## src/rtl/muldiv_pkg.sv

```systemverilog
// Shared types and constants for the sequential inverse of the multiplier/divider array.
// Pure declarations: no latency, no handshake.
package muldiv_pkg;

    localparam int QW_DEF = 8;
    localparam int BW_DEF = 4;

    localparam logic MODE_DIV_CHECK = 1'b1;
    localparam logic MODE_MUL_CHECK = 1'b0;

    localparam logic [QW_DEF+BW_DEF-1:0] DIVZERO_RESULT = {{BW_DEF{1'b0}}, {QW_DEF{1'b1}}};

    typedef enum logic [1:0] {
        IDLE = 2'd0,
        RUN  = 2'd1,
        DONE = 2'd2
    } state_e;

endpackage

```

## src/rtl/muldiv_addsub_step.sv

```systemverilog
// One iteration cell: add (div check) or compare-and-restore-subtract (mul check).
// Combinational, zero latency; no handshake.
module muldiv_addsub_step
    import muldiv_pkg::*;
#(
    parameter int BW = BW_DEF
) (
    input  logic          mode_i,
    input  logic [BW:0]   a_i,
    input  logic [BW-1:0] b_i,
    output logic [BW:0]   res_o,
    output logic          flag_o
);

    logic [BW+1:0] sum;
    logic          ge;

    always_comb begin
        sum    = {1'b0, a_i} + {2'b00, b_i};
        ge     = (a_i >= {1'b0, b_i});
        res_o  = a_i;
        flag_o = 1'b0;
        if (mode_i == MODE_DIV_CHECK) begin
            // flag carries out of the low slice into the upper accumulator bits
            res_o  = sum[BW:0];
            flag_o = sum[BW+1];
        end else begin
            res_o  = ge ? (a_i - {1'b0, b_i}) : a_i;
            flag_o = ge;
        end
    end

endmodule

```

## src/rtl/muldiv_inverse_seq.sv

```systemverilog
// Rebuilds dividend (mode 1) or divides product (mode 0), one bit per cycle; result QW edges after accept
// (1 edge on divide-by-zero). Single op in flight: in_ready only in IDLE, result held until out_ready.
module muldiv_inverse_seq
    import muldiv_pkg::*;
#(
    parameter int QW = QW_DEF,
    parameter int BW = BW_DEF
) (
    input  logic             clk,
    input  logic             rst_n,
    input  logic             in_valid,
    output logic             in_ready,
    input  logic             in_mode,
    input  logic [QW-1:0]    in_word,
    input  logic [BW-1:0]    in_div,
    input  logic [BW-1:0]    in_rem,
    output logic             out_valid,
    input  logic             out_ready,
    output logic [QW+BW-1:0] out_result,
    output logic             out_err
);

    localparam int CW = $clog2(QW);

    state_e            state_q, state_d;
    logic [CW-1:0]     count_q, count_d;
    logic              mode_q, mode_d;
    logic              divz_q, divz_d;
    logic [QW-1:0]     word_q, word_d;
    logic [BW-1:0]     div_q, div_d;
    logic [BW-1:0]     rem_q, rem_d;
    logic [QW+BW-1:0]  acc_q, acc_d;
    logic [BW:0]       pr_q, pr_d;
    logic [QW+BW-1:0]  res_q, res_d;
    logic              err_q, err_d;

    logic              cur_bit;
    logic              last_iter;
    logic [QW+BW-1:0]  acc_shift;
    logic [BW:0]       cell_a;
    logic [BW-1:0]     cell_b;
    logic [BW:0]       cell_res;
    logic              cell_flag;
    logic [QW+BW-1:0]  step_acc;
    logic [BW:0]       step_pr;

    // Operand word shifts left each iteration, so its MSB is always the current bit.
    assign cur_bit   = word_q[QW-1];
    assign last_iter = (count_q == CW'(QW-1));
    assign acc_shift = acc_q << 1;

    always_comb begin
        if (mode_q == MODE_DIV_CHECK) begin
            cell_a = acc_shift[BW:0];
            cell_b = cur_bit ? div_q : '0;
        end else begin
            cell_a = {pr_q[BW-1:0], cur_bit};
            cell_b = div_q;
        end
    end

    muldiv_addsub_step #(.BW(BW)) u_step (
        .mode_i (mode_q),
        .a_i    (cell_a),
        .b_i    (cell_b),
        .res_o  (cell_res),
        .flag_o (cell_flag)
    );

    always_comb begin
        step_acc = acc_q;
        step_pr  = pr_q;
        if (mode_q == MODE_DIV_CHECK) begin
            step_acc = {acc_shift[QW+BW-1:BW+1] + {{(QW-2){1'b0}}, cell_flag}, cell_res};
            if (last_iter) begin
                step_acc = step_acc + {{QW{1'b0}}, rem_q};
            end
        end else begin
            step_pr  = cell_res;
            step_acc = {acc_q[QW+BW-2:0], cell_flag};
        end
    end

    always_comb begin
        state_d = state_q;
        count_d = count_q;
        mode_d  = mode_q;
        divz_d  = divz_q;
        word_d  = word_q;
        div_d   = div_q;
        rem_d   = rem_q;
        acc_d   = acc_q;
        pr_d    = pr_q;
        res_d   = res_q;
        err_d   = err_q;
        case (state_q)
            IDLE: begin
                if (in_valid) begin
                    mode_d  = in_mode;
                    word_d  = in_word;
                    div_d   = in_div;
                    rem_d   = in_rem;
                    divz_d  = (in_mode == MODE_MUL_CHECK) && (in_div == '0);
                    acc_d   = '0;
                    pr_d    = '0;
                    count_d = '0;
                    state_d = RUN;
                end
            end
            RUN: begin
                if (divz_q) begin
                    res_d   = DIVZERO_RESULT;
                    err_d   = 1'b1;
                    state_d = DONE;
                end else begin
                    acc_d   = step_acc;
                    pr_d    = step_pr;
                    word_d  = word_q << 1;
                    count_d = count_q + {{(CW-1){1'b0}}, 1'b1};
                    if (last_iter) begin
                        res_d   = (mode_q == MODE_DIV_CHECK) ? step_acc
                                                             : {step_pr[BW-1:0], step_acc[QW-1:0]};
                        err_d   = 1'b0;
                        count_d = '0;
                        state_d = DONE;
                    end
                end
            end
            DONE: begin
                if (out_ready) begin
                    state_d = IDLE;
                end
            end
            default: state_d = IDLE;
        endcase
    end

    always_ff @(posedge clk or negedge rst_n) begin
        if (!rst_n) begin
            state_q <= IDLE;
            count_q <= '0;
            mode_q  <= 1'b0;
            divz_q  <= 1'b0;
            word_q  <= '0;
            div_q   <= '0;
            rem_q   <= '0;
            acc_q   <= '0;
            pr_q    <= '0;
            res_q   <= '0;
            err_q   <= 1'b0;
        end else begin
            state_q <= state_d;
            count_q <= count_d;
            mode_q  <= mode_d;
            divz_q  <= divz_d;
            word_q  <= word_d;
            div_q   <= div_d;
            rem_q   <= rem_d;
            acc_q   <= acc_d;
            pr_q    <= pr_d;
            res_q   <= res_d;
            err_q   <= err_d;
        end
    end

    assign in_ready   = (state_q == IDLE);
    assign out_valid  = (state_q == DONE);
    assign out_result = res_q;
    assign out_err    = err_q;

endmodule
```

## config.mk

```make
export PLATFORM = sky130hd
export DESIGN_NAME = muldiv_inverse_seq
export DESIGN_NICKNAME = d
export VERILOG_FILES = /design/src/rtl/muldiv_pkg.sv /design/src/rtl/muldiv_addsub_step.sv /design/src/rtl/muldiv_inverse_seq.sv
export SDC_FILE = /design/constraint.sdc
export NUM_CORES = 1
export LEC_CHECK = 0
export ABC_AREA = 0
export BUFFER_PORTS_ARGS = -buffer_cell sky130_fd_sc_hd__buf_4
export CAP_MARGIN = 20
export CORE_MARGIN = 5
export CORE_UTILIZATION = 40
export CTS_BUF_LIST = sky130_fd_sc_hd__clkbuf_8
export CTS_CLUSTER_DIAMETER = 100
export CTS_CLUSTER_SIZE = 12
export DETAILED_ROUTE_END_ITERATION = 10
export SLEW_MARGIN = 5
export SYNTH_ARGS = -nofsm -noshare
export SYNTH_HDL_FRONTEND = slang
export SYNTH_SLANG_ARGS = --single-unit
```

## constraint.sdc

```tcl
create_clock -name clk -period 5.25 [get_ports clk]
set_input_delay 0.525 -clock clk [delete_from_list [all_inputs] [get_ports clk]]
set_output_delay 0.525 -clock clk [all_outputs]
set_load 0.05 [all_outputs]
```

* After elaboration in Yosys (flattened, before gate mapping)
Cells that the tools add are included.
** Word-level totals
- Word-level logic and storage cells :: 66
- Output and inout port bits :: 15
- Input bits :: 21
- Register bits after elaboration :: 51
** Cells by class
- Bitwise logic cells :: 1
- Reduce and logical (&&, ||, !) cells :: 9
- Eq/ne operators :: 7
- Mux-type cells :: 32
- Add/subtract/negate cells :: 5
- $lt $le $gt $ge :: 1
** Operator list (number)
- 2-to-1 mux 12 bit :: 5
- 2-to-1 mux 11 bit :: 2
- one-hot mux 11 bit (2 select lines) :: 1
- 2-to-1 mux 4 bit :: 5
- 2-to-1 mux 8 bit :: 2
- one-hot mux 8 bit (2 select lines) :: 1
- 2-to-1 mux 5 bit :: 3
- adder 12 x 4 -> 12 bit :: 1
- 2-to-1 mux 3 bit :: 3
- 2-to-1 mux 2 bit :: 4
- one-hot mux 4 bit (2 select lines) :: 1
- adder 7 x 1 -> 7 bit :: 1
- adder 5 x 4 -> 6 bit :: 1
- one-hot mux 2 bit (3 select lines) :: 1
- one-hot mux 3 bit (2 select lines) :: 1
- AND reduction 3 bit :: 2
- greater-or-equal comparator 5 x 4 -> 1 bit :: 1
- subtractor 5 x 4 -> 5 bit :: 1
- logical NOT 4 bit :: 1
- != test 2 bit, second input constant :: 2
- AND reduction 2 bit :: 2
- nonzero test 2 bit :: 2
- adder 3 x 1 -> 3 bit, second input constant :: 1
- equality test 3 bit, second input constant :: 1
- other kinds (8) :: 10

* Depth between registers and ports, before layout
Gate-level depths: netlist of the first run.
- Depth in word-level cells :: 11
- Mapped depth :: 19
- Gate-level depth less buffers :: 17

* By module
Synthesis of the first run repeated with hierarchy kept, for this count alone.
** Unflattened totals
- Cell total of the unflattened synthesis :: 323
- Area total of the unflattened synthesis :: 3125.5 um^2
** By module, submodules not included
- muldiv_inverse_seq :: instances 1, area each 2698.8 um^2, cells each 269, sequential area each 1276.2 um^2
- muldiv_addsub_step :: instances 1, area each 426.7 um^2, cells each 54, sequential area each 0.0 um^2

* Least setup slack after synthesis of the first run
Ideal clock, no wire load.
- Path kind :: register to register
- Start point :: register mode_q
- End point :: register res_q[4] (netlist: out_result[4])
- Slack :: 765 ps
- Setup time :: 148 ps
- Clock period less this slack :: 4485 ps
- Data arrival time :: 4338 ps
- Buffers on the path :: 2
- Cell stages (with the launch flop) :: 20
- Required time :: 5102 ps
- Path through :: dfrtp_1 -> buf_2 -> buf_1 -> nand2_1 -> a21boi_0 -> inv_1 -> ha_1 -> nor2_1 -> o311a_1 -> nand2b_1 -> nor2_1 -> mux2_2 -> ha_1 -> fa_1 -> a21o_1 -> a21o_1 -> a211oi_1 -> nand3b_1 -> xor2_1 -> a31oi_1
** On the way
- Cells in the longest elaborated chain, start to end :: 10
- Elaborated cells between the ends (all ways) :: 13
- Classes of those cells :: add/sub (3); order compare (1); mux (9)
** Ends and longest elaborated chain
- start, declared :: line muldiv_inverse_seq.sv:27 : logic mode_q, mode_d;
- start signal, assigned :: line muldiv_inverse_seq.sv:154 : mode_q <= mode_d;
- 2-to-1 mux 5 bit or 2-to-1 mux 4 bit (tied branches) :: line muldiv_inverse_seq.sv:53 : if (mode_q == MODE_DIV_CHECK) begin
- subtractor 5 x 4 -> 5 bit or greater-or-equal comparator 5 x 4 -> 1 bit (tied branches) :: line muldiv_addsub_step.sv:28, muldiv_addsub_step.sv:20
- 2-to-1 mux 5 bit :: line muldiv_addsub_step.sv:28 : res_o = ge ? (a_i - {1'b0, b_i}) : a_i;
- 2-to-1 mux 5 bit :: line muldiv_addsub_step.sv:23 : if (mode_i == MODE_DIV_CHECK) begin
- adder 12 x 4 -> 12 bit :: line muldiv_inverse_seq.sv:76 : step_acc = step_acc + {{QW{1'b0}}, rem_q};
- 2-to-1 mux 12 bit :: line muldiv_inverse_seq.sv:75 : if (last_iter) begin
- 2-to-1 mux 12 bit (*) :: line muldiv_inverse_seq.sv:73 : if (mode_q == MODE_DIV_CHECK) begin
- 2-to-1 mux 12 bit (*) :: line muldiv_inverse_seq.sv:121 : res_d = (mode_q == MODE_DIV_CHECK) ? step_acc
- 2-to-1 mux 12 bit (*) :: line muldiv_inverse_seq.sv:120 : if (last_iter) begin
- 2-to-1 mux 12 bit (*) :: line muldiv_inverse_seq.sv:111 : if (divz_q) begin
- end signal, assigned :: line muldiv_inverse_seq.sv:161 : res_q <= res_d;
- end, declared :: line muldiv_inverse_seq.sv:34 : logic [QW+BW-1:0] res_q, res_d;
Mark *: on every way between the ends. The rest lies on a longest branch, timed or not. The select of a mux whose other input is x is not followed.
A chain may end at the register's enable or synchronous reset.

* Worst setup path in the final report of the first run
- Start point :: register mode_q
- End point :: register acc_q[7]
** On the way
- Cells in the longest elaborated chain, start to end :: 9
- Elaborated cells between the ends (all ways) :: 14
- Classes of those cells :: add/sub (4); order compare (1); mux (9)
** Ends and longest elaborated chain
- 2-to-1 mux 5 bit or 2-to-1 mux 4 bit (tied branches) :: line muldiv_inverse_seq.sv:53
- adder 5 x 4 -> 6 bit (tied with other cells) :: line muldiv_addsub_step.sv:19 : sum = {1'b0, a_i} + {2'b00, b_i};
- 2-to-1 mux 1 bit or 2-to-1 mux 5 bit (tied branches) :: line muldiv_addsub_step.sv:23, muldiv_addsub_step.sv:28
- adder 7 x 1 -> 7 bit or 2-to-1 mux 5 bit (tied branches) :: line muldiv_inverse_seq.sv:74, muldiv_addsub_step.sv:23
- adder 12 x 4 -> 12 bit :: line muldiv_inverse_seq.sv:76
- 2-to-1 mux 12 bit :: line muldiv_inverse_seq.sv:75
- 2-to-1 mux 12 bit (*) :: line muldiv_inverse_seq.sv:73
- 2-to-1 mux 11 bit (*) :: line muldiv_inverse_seq.sv:111
- one-hot mux 11 bit (2 select lines) (*) :: line muldiv_inverse_seq.sv:96 : case (state_q)
- end signal, assigned :: line muldiv_inverse_seq.sv:147 : acc_q <= '0;
- end signal, assigned :: line muldiv_inverse_seq.sv:159 : acc_q <= acc_d;
- end, declared :: line muldiv_inverse_seq.sv:32 : logic [QW+BW-1:0] acc_q, acc_d;
Marks and branches as above.

==> qor.yml, run 1 <==
outcome:
  status: "finished, final reports clean"
sta:
  period_needed_ns: 4.799
  rsz0062_at_grt: "no"
  fin_skew_ns: 0.01512
  setup_ws_ns: 0.4508
  slew_headroom_pct: 44.21
  setup_viol: 0
  drv_slew: 0
  fmax_mhz: 208.4
  setup_tns_ns: 0
  worstMarginPinSlew_ns: 0.8281
  holdWs_ns: 0.2196
  hold_viol: 0
  timing.final.crit_share_pct: 91.41
die:
  ios: 36
  dieWidth_um: 100.3
  die_area_um2: 10060
  die_h_um: 100.3
  row_count: 33
  start_util_pct: 40.31
  core-area_um2: 8093
setup_path:
  r2r-end: "acc_q[7]$_DFFE_PN0P_"
  crit_fanout: 18
  ff2ff_path_depth: 15
  path_buf_inv: 0
  r2r_start: "mode_q$_DFFE_PN0P_"
  required_ns: 5.46
  cp.arrival_ns: 5.01
  startpoint_type: "register"
  cpPeakStageDelay_ns: 0.74
  crit_path_top_delay_cell: "dfrtp_1"
  r2r_slack_ns: 0.45
  worstPathCellList: "mux2_2, ha_1, nor4_1, a211oi_1, nand2b_1, mux2i_1, nand2_1, o21ai_0, ha_1, a211oi_1, nor2_1, o2111ai_4, or3_1, a2111oi_0, or3b_1"
  path_class: "register to register"
  critical_path.top_delay_family: "simple AND/OR/NAND/NOR gates"
  cp-end-kind: "register"
yosys:
  ys_seq_area_share_pct: 39.13
  synthSimpleGateAreaFrac_pct: 16.03
  syn_inst: 338
  yosysTopAreaCellShare_pct: 39.13
  syn_nets: 378
  yosys_warnings: 0
  yosysMostFrequentCell: "dfrtp_1"
  avgSynthCellArea_um2: 9.651
  synth_compound_area_share_pct: 21.60
  synthDistinctLibCells: 60
  synth-main-ff-cell: "dfrtp_1"
  synth_top_cells_by_count: "51 x dfrtp_1, 33 x nand2_1, 27 x o21ai_0, 23 x nor2_1, 16 x ha_1"
  yosysTopAreaCell: "dfrtp_1"
  synth.area.top_cells: "dfrtp_1 39%, ha_1 6.1%, mux2_2 4.8%, o21ai_0 4.1%, nand2_1 3.8%"
  synth_edf_count: 0
  async_flop_share_pct: 100.0
  synth.area.mux_share_pct: 8.209
  synth-xor-area-share_pct: 3.491
  synth_top_family_by_area: "compound AO/OA/AOI/OAI gates"
  ys_ff_latch: 51
  netlist_area_um2: 3262
  synthAdderAreaFrac_pct: 7.979
cells_and_area:
  fin_nets: 409
  fin_util_pct: 46.00
  syn2layout_area_growth_pct: 14.12
  final_layout_size_suffix_gt1_share_pct: 20.00
  diodes: 0
grt:
  grt_usage_pct: 17.07
  overflow: 0
  grt_max_degree: 52
  antenna_found_initial: 0
  grt_pass1_vias: 2685
  grt_first_pass_wirelength_um: 13680
worst_hold_path:
  min_path_type: "primary input to asynchronous set/reset pin"
placed_design:
  place.gp.congestion: 0.9424
  place_ws_ns: 0.5874
  portBuffers: 35
  dp_hpwl_um: 6041
clock_tree:
  post-cts-setup-buffers: 0
  cts_tree: "done"
  clkSinkCount: 51
  postCtsHoldBufs: 0
  clk_latency_ns: 0.32
  clockRootBuffer: "clkbuf_8"
  cts_buffers: 5
  cts_max_path_buffers: 2
  post_cts_resized: 0
  clkSlewWorstSetupHoldPaths_ns: 0.10
  cts_max_level: 2
run:
  cap_violations: 0
route:
  ant_nets: 0
  vias: 2644
  wl_per_cell_um: 16.95
  wl_um: 8049
  drc: 0
  dr.pass1.iters: 4
  drtIter0Drc: 155
  via_per_inst: 5.566
layer usage:
layer / track usage [%] / wire [µm]
met4: 5.078 / 97
met1: 23.17 / 3757
met5: 0 / 0
met2: 27.62 / 3856
met3: 3.336 / 338
metrics by stage:
| step | instance area (µm²) | cells |
|---|---|---|
| after floorplan | 3262 | 338 |
| after global placement | 3626 | 467 |
| after detailed placement | 3626 | 467 |
| after CTS | 3722 | 475 |
| after global routing | 3722 | 475 |
| final | 3722 | 475 |
how the worst max path moves through the flow:
stage                     depth (start not counted)                   endpoint               start  slack [ns]
final                                            15       acc_q[7]$_DFFE_PN0P_  mode_q$_DFFE_PN0P_        0.45
after global routing                             15       acc_q[7]$_DFFE_PN0P_  mode_q$_DFFE_PN0P_        0.17
after CTS                                        15       acc_q[7]$_DFFE_PN0P_  mode_q$_DFFE_PN0P_        0.54
after detailed placement                         17  out_result[4]$_DFFE_PN0P_  mode_q$_DFFE_PN0P_        0.59
after global placement                           17  out_result[4]$_DFFE_PN0P_  mode_q$_DFFE_PN0P_        0.66
after floorplan                                  19  out_result[4]$_DFFE_PN0P_  mode_q$_DFFE_PN0P_        0.76
cells in the final DEF, fill, tap and decap left out, types with 6 or more instances in the layout:
cell       n
a211oi_1   9
a21o_1     6
a21oi_1   10
a22o_1    10
buf_4     40
dfrtp_1   51
ha_1      16
inv_1     12
mux2_2    14
mux2i_1   11
nand2_1   33
nand2b_1   7
nand3_1    6
nor2_1    23
o21ai_0   27
xnor2_1    6
xor2_1     7
kinds of logic after synthesis:
kind of cell / Yosys count
simple gates: 104
compound gates: 98
flops: 51
buf+inv: 28
mux: 25
fa+ha+maj: 19
xor+xnor: 13
worst reg2reg max path, stage by stage, from the launching register on:
cell and delay [ns]:
dfrtp_1 0.74, mux2_2 0.43, ha_1 0.41, nor4_1 0.43, a211oi_1 0.14, nand2b_1 0.21
mux2i_1 0.38, nand2_1 0.08, o21ai_0 0.16, ha_1 0.32, a211oi_1 0.28, nor2_1 0.13
o2111ai_4 0.31, or3_1 0.18, a2111oi_0 0.09, or3b_1 0.39
state kept, by name (all words and copies together) (netlist names):
signal,cells
div_q,4
count_q,3
state_q,2
acc_q,11
divz_q,1
word_q,8
pr_q,4
mode_q,1
rem_q,4
out_err,1
out_result,12
final cells by class:
type	count	area (µm²)
Clock buffer	5	68.82
Clock inverter	3	27.53
Fill cell	811	4370
Inverter	12	45.04
Multi-Input combinational cell	259	1873
Sequential cell	51	1276
Tap cell	105	131.4
Timing Repair Buffer	40	300.3
Power of run 1 is left out: the tool's default activity adds up to more than one toggle a clock period on the data nets, which glitch-free logic cannot reach.
==> inputs of run 2 (changes only) <==
- CORE_UTILIZATION: 40 -> 30
==> run 2 against run 1 <==
  * Critical path depth increased by 2
  * Global-route usage fell by 4.3 points
  * Critical path type unchanged
  * First-iteration DRC count grew 52%
  * Largest cell class unchanged
  * Clock skew shrank 0.0075 ns
  * Highest routed layer unchanged
  * Utilization shrank 11 points
  * Register-to-register slack hardly changed
  * Clock-buffer cell count grew 1
  * Die area increased by 30%
  * Sequential cell count did not move
==> qor.yml, run 2 (synthesized netlist as in run 1, its figures left out) <==
outcome:
  status: "finished, final reports clean"
grt:
  grt_usage_pct: 12.73  # -4.3 points
  antenna_found_initial: 0  # unchanged
  overflow: 0  # unchanged
  grt_first_pass_wirelength_um: 13370  # -2.3%
  grt_pass1_vias: 2639  # -1.7%
  grt_max_degree: 52  # unchanged
die:
  dieWidth_um: 114.3  # +14%
  start_util_pct: 30.36  # -9.9 points
  ios: 36  # unchanged
  die_area_um2: 13060  # +30%
  die_h_um: 114.3  # +14%
  row_count: 38  # +15%
  core-area_um2: 10750  # +33%
cells_and_area:
  multi_input_area_um2: 1873  # unchanged
  diodes: 0  # unchanged
  fill_cells: 1144  # +41%
  fin_nets: 409  # unchanged
  mostFrequentLayoutCells: "51 x dfrtp_1, 40 x buf_4, 33 x nand2_1, 27 x o21ai_0, 23 x nor2_1"
  seq_area_um2: 1276  # unchanged
  syn2layout_area_growth_pct: 16.23
  layout_commonest_cell: "dfrtp_1"
  largest_reg_flops: 12  # unchanged
  final_layout_size_suffix_gt1_share_pct: 20.00  # unchanged
sta:
  drv_slew: 0  # unchanged
  fin_skew_ns: 0.007610  # -0.007513 ns
  period_needed_ns: 4.792  # -0.006912 ns
  worstMarginPinSlew_ns: 0.8193  # -0.008752 ns
  fmax_mhz: 208.7  # +0.14%
  timing.final.crit_share_pct: 91.28  # -0.13 points
  setup_tns_ns: 0  # unchanged
  hold_viol: 0  # unchanged
  slew_headroom_pct: 44.80  # +0.59 points
  setup_viol: 0  # unchanged
  rsz0062_at_grt: "no"
setup_path:
  required_ns: 5.41  # -0.05 ns
  path_class: "register to register"
  worstPathCellList: "inv_1, a21boi_0, inv_1, ha_1, nor4_1, a211oi_1, nand2b_1, nor2_1, mux2_2, ha_1, fa_1, a21o_1, a21o_1, a211oi_1, nand3b_1, xor2_1, a31oi_1"
  crit_fanout: 22  # +4
  r2r-end: "out_result[4]$_DFFE_PN0P_"
  r2r_start: "mode_q$_DFFE_PN0P_"
  cp-end-kind: "register"
  cpPeakStageDelay_ns: 0.78  # +0.04 ns
  ff2ff_path_depth: 17  # +2
  r2r_slack_ns: 0.46  # about the same
  cp.arrival_ns: 4.96  # -0.05 ns
  startpoint_type: "register"
  crit_path_top_delay_cell: "dfrtp_1"
route:
  drtIter0Drc: 236  # +52%
  vias: 2684  # +1.5%
  ant_nets: 0  # unchanged
  wl_per_cell_um: 16.05  # -5.3%
  wl_um: 8186  # +1.7%
  drc: 0  # unchanged
  via_per_inst: 5.263  # -5.5%
  dr.pass1.iters: 5  # +1
clock_tree:
  post-cts-setup-buffers: 0  # unchanged
  clockRootBuffer: "clkbuf_8"
  cts_buffers: 5  # unchanged
  cts_tree: "done"
  clk_latency_ns: 0.31  # about the same
  post_cts_resized: 0  # unchanged
  clkSinkCount: 51  # unchanged
  cts_max_path_buffers: 2  # unchanged
  cts_max_level: 2  # unchanged
  clkSlewWorstSetupHoldPaths_ns: 0.10  # about the same
  postCtsHoldBufs: 0  # unchanged
run:
  cap_violations: 0  # unchanged
placed_design:
  portBuffers: 35  # unchanged
  dp_hpwl_um: 6145  # +1.7%
  place.gp.congestion: 0.8868  # -5.9%
worst_hold_path:
  min_path_type: "primary input to asynchronous set/reset pin"
==> run 2: layout make-up <==
type                            count  share of cell area [%]
Clock buffer                        6                   2.178
Clock inverter                      2                   1.023
Inverter                           12                   1.188
Multi-Input combinational cell    259                   49.41
Sequential cell                    51                   33.66
Tap cell                          140                   4.620
Timing Repair Buffer               40                   7.921
==> run 2: worst max-delay path: cells and delay by family (launching register included) <==
kind            cells  cell delay, ns
compound gates      6            1.40
xor+xnor            1            0.19
fa+ha+maj           3            1.00
buf+inv             2            0.24
flops               1            0.78
mux                 1            0.37
simple gates        4            0.67
==> run 2: worst max path at each step <==
stage	cells after the start	slack [ns]	start	endpoint
2_1_floorplan	19	0.76	mode_q$_DFFE_PN0P_	out_result[4]$_DFFE_PN0P_
3_3_place_gp	15	0.64	mode_q$_DFFE_PN0P_	acc_q[7]$_DFFE_PN0P_
3_5_place_dp	17	0.54	mode_q$_DFFE_PN0P_	acc_q[4]$_DFFE_PN0P_
4_1_cts	17	0.50	mode_q$_DFFE_PN0P_	out_result[4]$_DFFE_PN0P_
5_1_grt	17	0.08	mode_q$_DFFE_PN0P_	acc_q[7]$_DFFE_PN0P_
6_report	17	0.46	mode_q$_DFFE_PN0P_	out_result[4]$_DFFE_PN0P_
==> run 2: per-layer routing <==
metal	global-route usage (%)	vias to the layer above	part of all wire, %
met5	0	-	0
met1	17.51	1320	47
li1	-	1291	-
met3	2.114	10	4.0
met2	20.57	63	47
met4	3.800	0	2.1
==> run 2: stage by stage <==
| step | hold WS (ns) | std cells | util [%] | cell area, µm² | setup slack (ns) |
|---|---|---|---|---|---|
| after floorplan | 0.2294 | 338 | - | 3262 | 0.7649 |
| after global placement | 0.4670 | 502 | 34.15 | 3670 | 0.6443 |
| after detailed placement | 0.4750 | 502 | 34.15 | 3670 | 0.5405 |
| after CTS | 0.2640 | 510 | 35.28 | 3791 | 0.5020 |
| after global routing | 0.2917 | 510 | 35.28 | 3791 | 0.08255 |
| final | 0.2381 | 510 | 35.28 | 3791 | 0.4577 |
Power of run 2 is left out for the same reason.
